**src/rtl/i2c_master_xfer_seq_pkg.sv**
```systemverilog
// Shared definitions for the I2C transaction sequencer and its byte controller.
package i2c_master_xfer_seq_pkg;

  localparam int unsigned CMD_W  = 3;
  localparam int unsigned BYTE_W = 8;

  // Byte-controller command encodings
  localparam logic [CMD_W-1:0] CMD_NOP   = 3'd0;
  localparam logic [CMD_W-1:0] CMD_START = 3'd1;
  localparam logic [CMD_W-1:0] CMD_STOP  = 3'd2;
  localparam logic [CMD_W-1:0] CMD_WRITE = 3'd3;
  localparam logic [CMD_W-1:0] CMD_READ  = 3'd4;

  // Value driven on the transmit byte while nothing is being sent
  localparam logic [BYTE_W-1:0] BC_DATA_IDLE = 8'hff;

  // Latched transaction target
  typedef struct packed {
    logic [6:0] addr;
    logic       rw;
  } xfer_req_t;

  // Address byte as it appears on the bus: 7-bit address followed by R/W
  function automatic logic [BYTE_W-1:0] addr_byte(input xfer_req_t req);
    return {req.addr, req.rw};
  endfunction

endpackage

```
**src/rtl/i2c_master_xfer_seq.sv**
```systemverilog
// I2C transaction sequencer: turns one request into START/address/data/STOP
// byte commands and reports completion, NACK and arbitration loss.
module i2c_master_xfer_seq
  import i2c_master_xfer_seq_pkg::*;
#(
  parameter int unsigned LEN_W  = 8,
  parameter int unsigned ADDR_W = 7
) (
  input  logic              sysclk_i,
  input  logic              reset_i,
  input  logic              enable_i,
  input  logic              start_i,
  input  logic [ADDR_W-1:0] addr_i,
  input  logic              rw_i,
  input  logic [LEN_W-1:0]  len_i,
  input  logic [7:0]        wr_data_i,
  input  logic              wr_valid_i,
  output logic              wr_ready_o,
  output logic [7:0]        rd_data_o,
  output logic              rd_valid_o,
  output logic              busy_o,
  output logic              done_o,
  output logic              nack_o,
  output logic              al_o,
  output logic [LEN_W-1:0]  xfer_cnt_o,
  output logic [2:0]        bc_cmd_o,
  output logic [7:0]        bc_data_o,
  output logic              bc_ack_o,
  input  logic              bc_cmd_ack_i,
  input  logic              bc_rx_ack_i,
  input  logic [7:0]        bc_data_i,
  input  logic              bc_al_i,
  input  logic              bc_busy_i
);

  typedef enum logic [3:0] {
    S_IDLE   = 4'd0,
    S_ARM    = 4'd1,
    S_START  = 4'd2,
    S_ADDR   = 4'd3,
    S_WFETCH = 4'd4,
    S_WRITE  = 4'd5,
    S_READ   = 4'd6,
    S_STOP   = 4'd7,
    S_FIN    = 4'd8
  } state_e;

  state_e              state_q, state_d;
  xfer_req_t           req_q, req_d;
  logic [LEN_W-1:0]    len_q, len_d;
  logic [LEN_W-1:0]    xfer_cnt_q, xfer_cnt_d;
  logic                nack_q, nack_d;
  logic                al_q, al_d;
  logic                busy_q, busy_d;
  logic                done_q, done_d;
  logic                wr_ready_q, wr_ready_d;
  logic [7:0]          rd_data_q, rd_data_d;
  logic                rd_valid_q, rd_valid_d;
  logic [CMD_W-1:0]    bc_cmd_q, bc_cmd_d;
  logic [BYTE_W-1:0]   bc_data_q, bc_data_d;
  logic                bc_ack_q, bc_ack_d;

  logic                cmd_live;
  logic                cmd_done;
  logic [LEN_W-1:0]    cnt_inc;

  // Next-state and registered-output computation
  always_comb begin
    state_d    = state_q;
    req_d      = req_q;
    len_d      = len_q;
    xfer_cnt_d = xfer_cnt_q;
    nack_d     = nack_q;
    al_d       = al_q;
    rd_data_d  = rd_data_q;
    rd_valid_d = 1'b0;
    bc_cmd_d   = bc_cmd_q;
    bc_data_d  = bc_data_q;
    busy_d     = 1'b0;
    done_d     = 1'b0;
    wr_ready_d = 1'b0;
    bc_ack_d   = 1'b0;
    cmd_live   = (bc_cmd_q != CMD_NOP);
    cmd_done   = cmd_live && bc_cmd_ack_i;
    cnt_inc    = xfer_cnt_q + LEN_W'(1);

    case (state_q)
      S_IDLE: begin
        if (start_i) begin
          req_d.addr = 7'(addr_i);
          req_d.rw   = rw_i;
          len_d      = len_i;
          xfer_cnt_d = '0;
          nack_d     = 1'b0;
          al_d       = 1'b0;
          state_d    = S_ARM;
        end
      end
      S_ARM: begin
        if (!bc_busy_i) begin
          bc_cmd_d = CMD_START;
          state_d  = S_START;
        end
      end
      S_START: begin
        if (!cmd_live) begin
          bc_cmd_d = CMD_START;
        end else if (cmd_done) begin
          bc_cmd_d  = CMD_NOP;
          bc_data_d = addr_byte(req_q);
          state_d   = S_ADDR;
        end
      end
      S_ADDR: begin
        if (!cmd_live) begin
          bc_cmd_d = CMD_WRITE;
        end else if (cmd_done) begin
          bc_cmd_d = CMD_NOP;
          if (bc_rx_ack_i) begin
            nack_d  = 1'b1;
            state_d = S_STOP;
          end else if (len_q == '0) begin
            state_d = S_STOP;
          end else if (req_q.rw) begin
            state_d = S_READ;
          end else begin
            state_d = S_WFETCH;
          end
        end
      end
      S_WFETCH: begin
        if (wr_valid_i) begin
          bc_data_d = wr_data_i;
          state_d   = S_WRITE;
        end
      end
      S_WRITE: begin
        if (!cmd_live) begin
          bc_cmd_d = CMD_WRITE;
        end else if (cmd_done) begin
          bc_cmd_d   = CMD_NOP;
          xfer_cnt_d = cnt_inc;
          if (bc_rx_ack_i) begin
            nack_d  = 1'b1;
            state_d = S_STOP;
          end else if (cnt_inc == len_q) begin
            state_d = S_STOP;
          end else begin
            state_d = S_WFETCH;
          end
        end
      end
      S_READ: begin
        if (!cmd_live) begin
          bc_cmd_d = CMD_READ;
        end else if (cmd_done) begin
          bc_cmd_d   = CMD_NOP;
          rd_data_d  = bc_data_i;
          rd_valid_d = 1'b1;
          xfer_cnt_d = cnt_inc;
          state_d    = (cnt_inc == len_q) ? S_STOP : S_READ;
        end
      end
      S_STOP: begin
        if (!cmd_live) begin
          bc_cmd_d = CMD_STOP;
        end else if (cmd_done) begin
          bc_cmd_d = CMD_NOP;
          state_d  = S_FIN;
        end
      end
      S_FIN: begin
        state_d = S_IDLE;
      end
      default: begin
        state_d = S_IDLE;
      end
    endcase

    // Arbitration loss overrides whatever the state wanted; no STOP is sent
    if ((state_q != S_IDLE) && bc_al_i) begin
      al_d       = 1'b1;
      bc_cmd_d   = CMD_NOP;
      rd_valid_d = 1'b0;
      rd_data_d  = rd_data_q;
      xfer_cnt_d = xfer_cnt_q;
      nack_d     = nack_q;
      state_d    = (state_q == S_FIN) ? S_IDLE : S_FIN;
    end

    // Level outputs follow the state being entered so they line up with state_q
    busy_d     = (state_d != S_IDLE);
    done_d     = (state_d == S_FIN);
    wr_ready_d = (state_d == S_WFETCH);
    bc_ack_d   = (state_d == S_READ) && (xfer_cnt_d == (len_d - LEN_W'(1)));

    // Disable aborts straight to idle with everything cleared
    if (!enable_i) begin
      state_d    = S_IDLE;
      xfer_cnt_d = '0;
      nack_d     = 1'b0;
      al_d       = 1'b0;
      rd_data_d  = '0;
      rd_valid_d = 1'b0;
      bc_cmd_d   = CMD_NOP;
      bc_data_d  = BC_DATA_IDLE;
      busy_d     = 1'b0;
      done_d     = 1'b0;
      wr_ready_d = 1'b0;
      bc_ack_d   = 1'b0;
    end
  end

  // State and output registers with synchronous reset
  always_ff @(posedge sysclk_i) begin
    if (reset_i) begin
      state_q    <= S_IDLE;
      req_q      <= '0;
      len_q      <= '0;
      xfer_cnt_q <= '0;
      nack_q     <= 1'b0;
      al_q       <= 1'b0;
      rd_data_q  <= '0;
      rd_valid_q <= 1'b0;
      bc_cmd_q   <= CMD_NOP;
      bc_data_q  <= BC_DATA_IDLE;
      busy_q     <= 1'b0;
      done_q     <= 1'b0;
      wr_ready_q <= 1'b0;
      bc_ack_q   <= 1'b0;
    end else begin
      state_q    <= state_d;
      req_q      <= req_d;
      len_q      <= len_d;
      xfer_cnt_q <= xfer_cnt_d;
      nack_q     <= nack_d;
      al_q       <= al_d;
      rd_data_q  <= rd_data_d;
      rd_valid_q <= rd_valid_d;
      bc_cmd_q   <= bc_cmd_d;
      bc_data_q  <= bc_data_d;
      busy_q     <= busy_d;
      done_q     <= done_d;
      wr_ready_q <= wr_ready_d;
      bc_ack_q   <= bc_ack_d;
    end
  end

  assign wr_ready_o = wr_ready_q;
  assign rd_data_o  = rd_data_q;
  assign rd_valid_o = rd_valid_q;
  assign busy_o     = busy_q;
  assign done_o     = done_q;
  assign nack_o     = nack_q;
  assign al_o       = al_q;
  assign xfer_cnt_o = xfer_cnt_q;
  assign bc_cmd_o   = bc_cmd_q;
  assign bc_data_o  = bc_data_q;
  assign bc_ack_o   = bc_ack_q;

endmodule
```
**config.mk**
```make
export PLATFORM = sky130hd
export DESIGN_NAME = i2c_master_xfer_seq
export DESIGN_NICKNAME = d
export VERILOG_FILES = /design/src/rtl/i2c_master_xfer_seq_pkg.sv /design/src/rtl/i2c_master_xfer_seq.sv
export SDC_FILE = /design/constraint.sdc
export NUM_CORES = 1
export LEC_CHECK = 0
export ABC_AREA = 1
export BUFFER_PORTS_ARGS = -buffer_cell sky130_fd_sc_hd__buf_2
export CORE_MARGIN = 2
export CORE_UTILIZATION = 56
export CTS_BUF_LIST = sky130_fd_sc_hd__clkbuf_8
export DETAILED_ROUTE_END_ITERATION = 6
export PLACE_DENSITY_LB_ADDON = 0.25
export SKIP_CTS_REPAIR_TIMING = 1
export SYNTH_ARGS = -nofsm -noshare
export SYNTH_HDL_FRONTEND = slang
export SYNTH_SLANG_ARGS = --single-unit
```
**constraint.sdc**
```tcl
create_clock -name sysclk_i -period 2.85 [get_ports sysclk_i]
set_clock_uncertainty 0.15 [all_clocks]
set_input_delay 0.4275 -clock sysclk_i [delete_from_list [all_inputs] [get_ports sysclk_i]]
set_output_delay 0.4275 -clock sysclk_i [all_outputs]
set_load 0.005 [all_outputs]
```
* Yosys cells after proc, flatten, opt, wreduce, memory -nomap -nowiden
Cells that the tools add are included.
** Word-level totals
- Logic and storage cells :: 114
- Output and inout bits :: 34
- Register bits after elaboration :: 54
- Input bits :: 41
** Operators by class
- Muxes and demuxes :: 48
- Equal/unequal tests :: 21
- Reductions and logical operators :: 24
- Bitwise gates (word level) :: 4
- Add/sub/neg operators :: 2
** Operator list (count)
- 2-to-1 mux 8 bit :: 9
- 2-to-1 mux 4 bit :: 15
- one-hot mux 4 bit (8 select lines) :: 1
- one-hot mux 8 bit (2 select lines) :: 2
- equality test 4 x 3 -> 1 bit, second input constant :: 6
- 2-to-1 mux 3 bit :: 6
- equality test 8 bit :: 2
- one-hot mux 3 bit (5 select lines) :: 1
- 2-to-1 mux 2 bit :: 5
- inequality test 2 bit, second input constant :: 5
- adder 8 x 1 -> 8 bit, second input constant :: 1
- equality test 4 x 2 -> 1 bit, second input constant :: 2
- equality test 4 bit, second input constant :: 2
- logical NOT 8 bit :: 1
- 2-to-1 mux 1 bit :: 8
- AND reduction 4 bit :: 2
- nonzero test 2 bit :: 4
- nonzero test 4 bit :: 2
- subtractor 8 x 1 -> 8 bit, second input constant :: 1
- inequality test 2 x 1 -> 1 bit, second input constant :: 3
- AND reduction 2 bit :: 3
- AND reduction 6 bit :: 1
- OR reduction 2 bit :: 3
- nonzero test 5 bit :: 1
- 8 further kinds :: 13

* Logic depth before layout (Yosys ltp)
- Depth in word-level cells :: 10
- Mapped depth :: 19
- Mapped depth without buffers :: 19

* Worst setup path after synthesis
OpenSTA, ideal clock, no wires.
- Path kind :: flip-flop to flip-flop
- From :: register state_q[2]
- To :: register bc_ack_q (netlist: bc_ack_o)
- Arrival time :: 1.932 ns
- Setup time :: 0.064 ns
- Path slack :: 0.704 ns
- Clock period less this slack :: 2.146 ns
- Stages on the path, launching flop included :: 17
- Buffers on the path :: 1
- Cell sequence :: dfxtp_1 > nor2_2 > nand2_2 > nor2_4 > clkbuf_8 > nand2_1 > o21ai_2 > inv_1 > ha_1 > nand2_1 > nor2_4 > xor2_1 > nand3b_1 > nand2_1 > nor2_1 > nand3_1 > nor2_1
** On the way
- Cells in the longest elaborated chain, start to end :: 6
** Ends and longest elaborated chain
- from (decl) :: line i2c_master_xfer_seq.sv:48 : state_e state_q, state_d;
- from (signal assigned) :: line i2c_master_xfer_seq.sv:232 : state_q <= state_d;
- parallel branches: the longest is 5 deep, another holds subtractor 8 x 1 -> 8 bit
- logical AND 1 bit (*) :: line i2c_master_xfer_seq.sv:195 : bc_ack_d = (state_d == S_READ) && (xfer_cnt_d == (len_d - LEN_W'(1)));
- to (signal assigned) :: line i2c_master_xfer_seq.sv:245 : bc_ack_q <= bc_ack_d;
- to (decl) :: line i2c_master_xfer_seq.sv:61 : logic bc_ack_q, bc_ack_d;
Mark *: on every way between the ends.
A chain may end at the register's enable or synchronous reset.

* Final worst setup path
- From :: register state_q[3]
- To :: register bc_ack_q (netlist: bc_ack_o)
The elaborated chain is that of the path after synthesis.

==> key figures <==
Place
  • Post-placement cell count: 636
  • Total cell area at the placement stage: 3570 um2
  • Final weighted congestion of routability-driven global placement: 0.996
  • Worst-case setup slack after placement: 0.396 ns
  • Number of buffers inserted by port buffering: 74
  • Final HPWL from detailed placement: 6490 um

Run status
  • Run status: completed

Logic synthesis
  • Synthesized area per cell: 6.33 um2
  • Combinational family with the most area after synthesis: simple AND/OR/NAND/NOR gates
  • Fraction of registers with async set/reset: 0%
  • Adder and majority cell fraction of the synthesized area: 0.802%
  • Post-synthesis sequential area ratio: 34.7%
  • Synth Area in Compound Gates: 13.2%
  • Parity-gate share of the synthesized area counting xor and xnor cells: 0.842%
  • Number of enable flip-flop cells after synthesis: 0
  • Count of synthesis-stage warnings from yosys: 0
  • Synthesis-stage register bit count: 54
  • Flip-flop cell with the highest count after synthesis: dfxtp_1
  • Number of standard cells after synthesis: 493
  • Count of different cell masters after synthesis: 36
  • Post-synthesis instance area: 3120 um2
  • Proportion of synthesized area in mux cells: 0%
  • Synthesized net count: 536
  • Area share of and/or/nand/nor cells after synthesis: 40.6%

Timing
  • Total Negative Setup Slacks: 0 ns
  • Slew @ Worst Pin: 0.402 ns
  • Final Hold Fails: 0
  • Post-route setup slack: 0.361 ns
  • Worst hold slack after final layout: 0.180 ns
  • Clock period minus worst slack: 2.49 ns
  • Worst rel slew slack: 73.2%
  • Number of max-slew violations in the final report: 0
  • Fmax: 0.402 GHz
  • Share of the clock period used by the worst path after layout: 87.3%
  • Setup repair after global routing missed its margin: false
  • Total of endpoints with negative setup slack in the final report: 0

Power and ir drop
  • Switching Share: 29.7%
  • Maximum vdd drop: 241 uV
  • Leakage Power: 0.00186 uW
  • Cell-internal power: 1070 uW
  • Clk pwr share: 31.1%
  • Share of total power in sequential cells: 51.5%
  • Switching power summed over all nets: 453 uW
  • Ratio of total power to cell area: 416 nW/um2
  • Combinational group share of total power: 17.4%

Clock network
  • Clk Latency, worst-skew pair: 0.32 ns
  • Largest buffer count on any clock path: 2
  • Number of clock buffers inserted by TritonCTS: 5
  • Clock tree from TritonCTS: done
  • Level count of the clock H-tree: 2
  • Clock slew at reported path FFs: 0.10 ns
  • Clock Sink Count: 54
  • Root buffer selected by CTS: clkbuf_8

Hold path
  • Hold depth: 3
  • Class of the worst hold path: primary input to flop

Floorplanning
  • Core area: 5440 um2
  • Row Count: 27
  • Starting density of the core: 57.3%
  • Die area: 6180 um2
  • Die boundary width: 78.6 um
  • Die Y: 78.6 um
  • I/O pin cnt: 75

Detailed routing
  • Number of routed nets with antenna violations: 0
  • Number of vias after detailed routing: 3400
  • Pre-antenna DRT Iters: 5
  • DRC violation count after routing: 0
  • Number of DRC violations after detailed-routing iteration 0: 233
  • Average wire length per cell after detail routing: 13.1 um
  • Total Routed Length: 8430 um
  • Vias per Instance: 5.28

Worst setup path
  • Arrival time worst endpoint: 2.60 ns
  • WP data required: 2.96 ns
  • Type of the setup path with the least slack: flop to flop
  • Maximum fanout along the worst path: 9
  • Worst Setup End Kind: flop
  • Critical Path Source Type: flop
  • Register-to-Register Path Depth: 14

Cells and area
  • Fraction of layout instances using a drive strength above 1: 19.8%
  • Commonest non-fill, non-tap cell in the layout: nand2_1
  • Most frequent cells in the layout: 142 x nand2_1, 81 x nor2_1, 74 x buf_2
  • Layout Cells excl Fill: 644
  • Diode count: 0
  • Fin area: 3670 um2
  • Area grow syn2layout: 17.8%
  • Number of nets in the layout: 614

Global routing
  • GRT Util Overall: 28.0%
  • Remaining global-route overflow: 0
  • Vias in the first global route: 2926
  • Maximum number of pins on one net before global-route repair: 19
  • Initial antenna violation count: 0
  • Global-route wire length before repair: 13800 um

Job
  • Max-cap violations: 0
-- power by group through the flow --
stage,combinational [uW],sequential [uW],clock (uW)
after floorplan,187,800,0
after global placement,257,802,0
after detailed placement,263,803,0
after CTS,265,785,479
after global routing,297,789,509
final,266,786,475
-- stage by stage --
stage / total power, uW / utilization [%]
after floorplan: 987 / -
after global placement: 1060 / 65.7
after detailed placement: 1070 / 65.7
after CTS: 1530 / 67.5
after global routing: 1590 / 67.5
final: 1530 / 67.5
-- layer usage --
| layer | global-route usage, % | up-vias | routed length (um) | part of all wire, % |
|---|---|---|---|---|
| met4 | 8.77 | 0 | 186 | 2.2 |
| met2 | 45.6 | 133 | 3960 | 47 |
| met3 | 4.83 | 21 | 588 | 7.0 |
| li1 | - | 1727 | - | - |
| met5 | 0 | - | 0 | 0 |
| met1 | 37.9 | 1519 | 3700 | 44 |
-- critical path, stage by stage, from the launching register on --
cell and delay (ns):
dfxtp_1 0.36, nor2_2 0.19, nand2_2 0.16, nor2_4 0.12, inv_2 0.10, o21ai_4 0.25, ha_1 0.23, nand2_1 0.10
nor2_4 0.11, xor2_1 0.19, nand3b_1 0.13, nand2_1 0.05, nor2_1 0.14, nand3_1 0.09, nor2_1 0.08
-- flip-flops by register name (all words and copies together), names as in the netlist --
register	count
wr_ready_o	1
bc_data_o	8
bc_cmd_o	3
rd_valid_o	1
nack_o	1
state_q	4
al_o	1
len_q	8
done_o	1
busy_o	1
req_q	8
rd_data_o	8
xfer_cnt_o	8
bc_ack_o	1
-- cells by family after synthesis --
family / after synthesis
flip-flops: 54
AO/OA/AOI/OAI: 63
adder cells (fa/ha/maj): 2
buffers and inverters: 77
XOR/XNOR: 3
AND/OR/NAND/NOR: 294
-- cell type report --
cell class / instances / area [um2]
multi-input cells: 362 / 1730
fillers: 509 / 1770
inverters: 67 / 251
clock buffers: 6 / 82.6
flip-flops and latches: 54 / 1080
clock inverters: 2 / 16.3
repair buffers: 81 / 423
well taps: 72 / 90.1
-- synth_stat cells (4+ instances only) --
| cell | n | area share, % |
|---|---|---|
| nand2_1 | 142 | 17 |
| nor2_1 | 81 | 9.7 |
| inv_1 | 64 | 7.7 |
| dfxtp_1 | 54 | 35 |
| nand3_1 | 40 | 6.4 |
| o21ai_0 | 20 | 3.2 |
| a21oi_1 | 13 | 2.1 |
| nand4_1 | 8 | 1.6 |
| o211ai_1 | 7 | 1.7 |
| a211oi_1 | 6 | 1.4 |
| clkbuf_1 | 6 | 0.72 |
| nor2_2 | 6 | 1.2 |
| nand2_4 | 4 | 1.4 |
| nand3b_1 | 4 | 0.96 |
| o21ai_2 | 4 | 1.1 |
-- path summary, 6_finish.rpt --
path	from	slack, ns	end
setup / recovery	state_q[3]	0.36	bc_ack_o
hold / removal	bc_data_i[5]	0.18	rd_data_o[5]
setup reg to reg	state_q[3]	0.36	bc_ack_o
hold reg to reg	nack_o	0.33	nack_o
No activity file was read; power rests on OpenSTA's default activity.
